`src/rtl/ysyx_24080018_pkg.sv`:
```
// Shared encodings for the IFU/LSU memory arbiter: FSM states, owner ids, default widths.
// No logic; constants and types only.
// Imported by ysyx_24080018_mem_arb.
package ysyx_24080018_pkg;

   localparam int DEF_ADDR_W = 32;
   localparam int DEF_DATA_W = 32;

   localparam logic [1:0] ST_IDLE = 2'd0;
   localparam logic [1:0] ST_REQ  = 2'd1;
   localparam logic [1:0] ST_WAIT = 2'd2;
   localparam logic [1:0] ST_RESP = 2'd3;

   typedef enum logic [1:0] {
      S_IDLE = ST_IDLE,
      S_REQ  = ST_REQ,
      S_WAIT = ST_WAIT,
      S_RESP = ST_RESP
   } state_t;

   localparam logic OWN_IFU = 1'b0;
   localparam logic OWN_LSU = 1'b1;

endpackage

```
`src/rtl/ysyx_24080018_arb_pick.sv`:
```
// Two-way IFU/LSU priority pick with anti-starvation bit update.
// Latency: purely combinational, no state.
// Backpressure: none; the caller decides when the grant is consumed and starve_next committed.
module ysyx_24080018_arb_pick (
   input  logic ifu_valid,
   input  logic lsu_valid,
   input  logic starve,
   output logic grant_ifu,
   output logic grant_lsu,
   output logic starve_next
);

   // LSU wins by default; a previously starved IFU wins once, which clears the bit.
   always_comb begin
      grant_ifu   = 1'b0;
      grant_lsu   = 1'b0;
      starve_next = starve;
      if (ifu_valid && (starve || !lsu_valid)) begin
         grant_ifu   = 1'b1;
         starve_next = 1'b0;
      end else if (lsu_valid) begin
         grant_lsu = 1'b1;
         if (ifu_valid) begin
            starve_next = 1'b1;
         end
      end
   end

endmodule

```
`src/rtl/ysyx_24080018_mem_arb.sv`:
```
// Shares one memory port between IFU and LSU, one outstanding transaction (IDLE->REQ->WAIT->RESP).
// Latency: accept to resp_valid is 3 cycles minimum; req_ready only in IDLE; responses cannot stall.
// Optional YSYX_24080018_MEM_ARB_TIMEOUT_EN: WAIT gives up after TIMEOUT cycles with resp_err=1.
module ysyx_24080018_mem_arb
   import ysyx_24080018_pkg::*;
#(
   parameter int ADDR_W  = DEF_ADDR_W,
   parameter int DATA_W  = DEF_DATA_W,
   parameter int TIMEOUT = 255
) (
   input  logic                clk,
   input  logic                rst,
   input  logic                ifu_req_valid,
   output logic                ifu_req_ready,
   input  logic [ADDR_W-1:0]   ifu_addr,
   output logic                ifu_resp_valid,
   output logic [DATA_W-1:0]   ifu_rdata,
   input  logic                lsu_req_valid,
   output logic                lsu_req_ready,
   input  logic [ADDR_W-1:0]   lsu_addr,
   input  logic                lsu_wen,
   input  logic [DATA_W-1:0]   lsu_wdata,
   input  logic [DATA_W/8-1:0] lsu_wmask,
   output logic                lsu_resp_valid,
   output logic [DATA_W-1:0]   lsu_rdata,
   output logic                resp_err,
   output logic                mem_req_valid,
   input  logic                mem_req_ready,
   output logic [ADDR_W-1:0]   mem_addr,
   output logic                mem_wen,
   output logic [DATA_W-1:0]   mem_wdata,
   output logic [DATA_W/8-1:0] mem_wmask,
   input  logic                mem_resp_valid,
   input  logic [DATA_W-1:0]   mem_rdata
);

   state_t            state;
   logic              owner;
   logic              starve;
   logic              grant_ifu;
   logic              grant_lsu;
   logic              starve_next;
   logic              wait_done;
   logic              wait_err;
   logic [DATA_W-1:0] wait_data;

   ysyx_24080018_arb_pick u_pick (
      .ifu_valid   (ifu_req_valid),
      .lsu_valid   (lsu_req_valid),
      .starve      (starve),
      .grant_ifu   (grant_ifu),
      .grant_lsu   (grant_lsu),
      .starve_next (starve_next)
   );

   // Accept is combinational in IDLE and suppressed while reset is held.
   assign ifu_req_ready = !rst && (state == S_IDLE) && grant_ifu;
   assign lsu_req_ready = !rst && (state == S_IDLE) && grant_lsu;

`ifdef YSYX_24080018_MEM_ARB_TIMEOUT_EN
   localparam int CNT_W = (TIMEOUT > 1) ? $clog2(TIMEOUT) : 1;
   localparam logic [CNT_W-1:0] CNT_LAST = CNT_W'(TIMEOUT - 1);

   logic [CNT_W-1:0] wait_cnt;

   // Counts WAIT cycles; zero on the first WAIT cycle, so CNT_LAST marks the TIMEOUT-th one.
   always_ff @(posedge clk) begin
      if (rst || state != S_WAIT) begin
         wait_cnt <= '0;
      end else begin
         wait_cnt <= wait_cnt + 1'b1;
      end
   end
`else
   logic unused_timeout;
   assign unused_timeout = ^TIMEOUT;
`endif

   // Resolve how WAIT ends this cycle; a real response beats a coincident timeout.
   always_comb begin
      wait_done = mem_resp_valid;
      wait_err  = 1'b0;
      wait_data = mem_wen ? '0 : mem_rdata;
`ifdef YSYX_24080018_MEM_ARB_TIMEOUT_EN
      if (!mem_resp_valid && wait_cnt == CNT_LAST) begin
         wait_done = 1'b1;
         wait_err  = 1'b1;
         wait_data = '0;
      end
`endif
   end

   // Main FSM with registered memory request, payload latch and response pulses; rdata holds between responses.
   always_ff @(posedge clk) begin
      if (rst) begin
         state          <= S_IDLE;
         owner          <= OWN_IFU;
         starve         <= 1'b0;
         mem_req_valid  <= 1'b0;
         mem_addr       <= '0;
         mem_wen        <= 1'b0;
         mem_wdata      <= '0;
         mem_wmask      <= '0;
         ifu_resp_valid <= 1'b0;
         lsu_resp_valid <= 1'b0;
         resp_err       <= 1'b0;
         ifu_rdata      <= '0;
         lsu_rdata      <= '0;
      end else begin
         ifu_resp_valid <= 1'b0;
         lsu_resp_valid <= 1'b0;
         resp_err       <= 1'b0;
         case (state)
            S_IDLE: begin
               if (grant_ifu || grant_lsu) begin
                  starve        <= starve_next;
                  mem_req_valid <= 1'b1;
                  state         <= S_REQ;
                  if (grant_lsu) begin
                     owner     <= OWN_LSU;
                     mem_addr  <= lsu_addr;
                     mem_wen   <= lsu_wen;
                     mem_wdata <= lsu_wdata;
                     mem_wmask <= lsu_wmask;
                  end else begin
                     owner     <= OWN_IFU;
                     mem_addr  <= ifu_addr;
                     mem_wen   <= 1'b0;
                     mem_wdata <= '0;
                     mem_wmask <= '0;
                  end
               end
            end
            S_REQ: begin
               if (mem_req_ready) begin
                  mem_req_valid <= 1'b0;
                  state         <= S_WAIT;
               end
            end
            S_WAIT: begin
               if (wait_done) begin
                  resp_err <= wait_err;
                  state    <= S_RESP;
                  if (owner == OWN_LSU) begin
                     lsu_rdata      <= wait_data;
                     lsu_resp_valid <= 1'b1;
                  end else begin
                     ifu_rdata      <= wait_data;
                     ifu_resp_valid <= 1'b1;
                  end
               end
            end
            S_RESP: begin
               state <= S_IDLE;
            end
            default: begin
               state <= S_IDLE;
            end
         endcase
      end
   end

endmodule

```
`config.mk`:
```
export PLATFORM = sky130hd
export DESIGN_NAME = ysyx_24080018_mem_arb
export DESIGN_NICKNAME = d
export VERILOG_FILES = /design/src/rtl/ysyx_24080018_pkg.sv /design/src/rtl/ysyx_24080018_arb_pick.sv /design/src/rtl/ysyx_24080018_mem_arb.sv
export SDC_FILE = /design/constraint.sdc
export NUM_CORES = 1
export LEC_CHECK = 0
export ABC_CLOCK_PERIOD_IN_PS = 2700
export BUFFER_PORTS_ARGS = -buffer_cell sky130_fd_sc_hd__buf_2
export CAP_MARGIN = 20
export CORE_MARGIN = 2
export CORE_UTILIZATION = 50
export DETAILED_ROUTE_END_ITERATION = 12
export PLACE_DENSITY_LB_ADDON = 0.12
export SLEW_MARGIN = 15
export SYNTH_ARGS = -nofsm -noshare
export SYNTH_HDL_FRONTEND = slang
export SYNTH_HIERARCHICAL = 1
export SYNTH_SLANG_ARGS = --single-unit
```
`constraint.sdc`:
```
create_clock -name clk -period 2.7 [get_ports clk]
set_clock_uncertainty 0.15 [all_clocks]
set_input_delay 0.135 -clock clk [delete_from_list [all_inputs] [get_ports clk]]
set_output_delay 0.135 -clock clk [all_outputs]
set_load 0.05 [all_outputs]
```
==> results.ini <==
[synthesis]
synthCells = 670
seq_area_frac_synth_pct = 49.1
syn_nets = 812
synth-xor-area-share_pct = 0
yosysUniqueCellTypes = 30
synth_compound_gate_area_share_pct = 17.3
synthSimpleGateAreaFrac_pct = 21.3
synth-adder-area-share_pct = 0.658
synth_top_family_by_area = simple AND/OR/NAND/NOR gates
syn_area_mm2 = 0.00571
synthMuxAreaShare_pct = 5.79
synth-seq-cells = 140
syn_avg_cell_area_um2 = 8.52
yosysWarnings = 6

[die]
start_util_pct = 50.6
row_count = 39
core_mm2 = 0.0113
dieHeight_um = 111
pin_count = 278
die_w_um = 111
die-area_mm2 = 0.0123

[sta]
finalMaxSlewViolations = 0
tns_ns = 0
period_share_pct = 96.2
max_freq_mhz = 385
final_hold_viol_count = 0
fin_ws_ns = 0.102
rsz0062_at_grt = no
timing.final.crit_period_ns = 2.60
hold_ws_ns = 0.0548
slew_headroom_pct = 43.7
worst_slew_pin_slew_ns = 0.845
final-setup-viol-count = 0

[cts]
cts_setup_buffers = 0
htreeDepth = 4
clk_latency_ns = 0.41
cts.sinks = 140
clk_pin_slew_ns = 0.06
cts_buffers = 17
tritoncts = done
cts_resized = 0
cts_root_buffer = clkbuf_16
clk_path_buf_depth = 2

[finish]
layout-drive-gt1-share_pct = 32.8
nNetsFinal = 1198
fill_cells = 708
synthToLayoutAreaGrowth_pct = 58.2
antenna_cells = 0

[setup_path]
cp_slowest_cell = dlygate4sd3_1
critPathMaxFanout = 44
critPathMostFrequentCell = dlygate4sd3_1
cp-start-kind = input pin
rr_startpoint = starve$_SDFFE_PP0P_
crit_chain = dlygate4sd3_1 > buf_2 > a21boi_4 > buf_4 > mux2i_1 > dlygate4sd3_1 > a211oi_2
critPathTopFamily = buffers and inverters
crit_required_ns = 2.81
crit_start = ifu_req_valid
worstPathBufferInverterCount = 4
crit_path_end_kind = flip-flop
cpPeakStageDelay_ns = 0.64
critical_path_class = in2reg
arrival_ns = 2.71

[run]
cap_violations = 0

[global_route]
overflow = 0
track_usage_pct = 31.5
antenna_found_initial = 0
grt_max_degree = 73
grt_pass1_vias = 6359
grt_pass1_wl_um = 31100

[route]
drt-wirelength-per-cell_um = 16.3
viasPerCell = 5.21
vias = 6303
finalWirelength_um = 19700
first_pass_iters = 5
post-route-drc-count = 0
drt.antenna.violating_nets = 0
drt_iter0_drc = 354

[power]
powerDensity_mw_per_mm2 = 933
ir_drop_mv = 0.689
leakage_nw = 4.12

[min_path]
min_from = lsu_addr[18]
hold_class = in2reg

[place]
gp_routability_congestion = 0.817
place_worst_setup_slack_ns = 0.789
numPortBuffers = 276
dp_hpwl_um = 10800

[status]
status = finished, final reports clean

what timing repair did:
| action | in CTS | in global routing |
|---|---|---|
| endpoints found under the hold margin | 137 | 0 |
| setup endpoints to repair | 0 | 0 |
| hold buffers | 136 | 0 |
stage by stage:
step | util [%] | cells | cell area [um2] | power (W)
floorplan | - | 670 | 5710 | 0.00518
global placement | 62.8 | 1044 | 7080 | 0.00573
detailed placement | 62.8 | 1044 | 7080 | 0.00582
CTS | 80.1 | 1210 | 9030 | 0.00833
global route | 80.1 | 1210 | 9030 | 0.00877
finish | 80.1 | 1210 | 9030 | 0.00843
final cells by class:
| cell class | instances | area [um2] | area share [%] |
|---|---|---|---|
| repair buffers | 424 | 2850 | 31.5 |
| flip-flops and latches | 140 | 2800 | 31.1 |
| multi-input cells | 466 | 2590 | 28.7 |
| clock buffers | 22 | 464 | 5.14 |
| well taps | 143 | 179 | 1.98 |
| clock inverters | 8 | 118 | 1.30 |
| inverters | 7 | 26.3 | 0.291 |
flip-flops by register name, summed over array words and instances (netlist names), 2 cells and up:
signal / count
mem_wdata: 32
lsu_rdata: 32
state: 2
ifu_rdata: 32
mem_addr: 32
mem_wmask: 4
cells in the mapped netlist:
cell type    n  area share [%]
nor2_1      37             2.4
ha_1         3            0.66
a222oi_1     1            0.18
a21boi_1     1            0.13
mux2i_1     33             5.8
nand3_1     38             3.3
nand2_1    170              11
o21a_1       1            0.13
buf_4        7            0.92
clkbuf_1    19             1.2
a211oi_2    30             6.6
conb_1       1           0.066
dfxtp_1    140              49
and3b_1      1            0.15
a211oi_1     2            0.26
o21ai_2      1            0.15
inv_1        7            0.46
buf_1        3            0.20
o21ai_1      1           0.088
buf_6        4            0.79
buf_2       24             2.1
nand3b_1     2            0.26
o21a_2       1            0.15
nand2b_1     1            0.11
nor2b_1     32             3.5
a31o_2       1            0.15
a21boi_0     1            0.13
and3_1       3            0.33
a21oi_1    104             9.1
a2111oi_2    1            0.26
tightest hold or removal path, stage by stage:
cell	delay, ns
buf_2	0.08
mux2i_1	0.10
a211oi_2	0.26
cells in the final DEF, fill, tap and decap left out, drive strengths merged, types with 4 or more instances in the layout:
cell,synthesis,layout
buf,38,288
nand2,170,170
dfxtp,140,140
dlygate4sd3,0,136
a21oi,104,104
nand3,38,38
nor2,37,37
mux2i,33,33
nor2b,32,32
a211oi,32,32
clkbuf,19,22
inv,7,7
clkinv,0,4
metal layers:
| metal | vias up | share of wire [%] | wire length [um] | track usage, % |
|---|---|---|---|---|
| li1 | 3010 | - | - | - |
| met1 | 2909 | 37 | 7290 | 33.6 |
| met2 | 310 | 51 | 10000 | 56.0 |
| met3 | 74 | 7.3 | 1430 | 8.31 |
| met4 | 0 | 4.6 | 897 | 18.6 |
| met5 | - | 0 | 0 | 0 |
where the power goes:
group	leakage [nW]	switching, W	internal, W
clock network	0.286	0.000845	0.00148
logic	2.70	0.00247	0.000980
registers	1.14	0.000212	0.00243
cells by family (layout without fill, tap and decap cells):
logic type,Yosys count,in the layout
simple gates,284,284
flops,140,140
other cells,1,1
compound gates,145,145
mux,33,33
buf+inv,64,461
fa+ha+maj,3,3
path summary, 6_finish.rpt:
kind | endpoint | slack (ns) | cells after the start
worst max-delay path | mem_addr[25]$_SDFFE_PP0P_ | 0.10 | 7
worst min register to register | mem_wdata[7]$_SDFFE_PP0P_ | 0.30 | 2
worst max register to register | mem_addr[25]$_SDFFE_PP0P_ | 0.18 | 5
worst min-delay path | mem_addr[18]$_SDFFE_PP0P_ | 0.05 | 3
No activity file was read; power rests on OpenSTA's default activity.
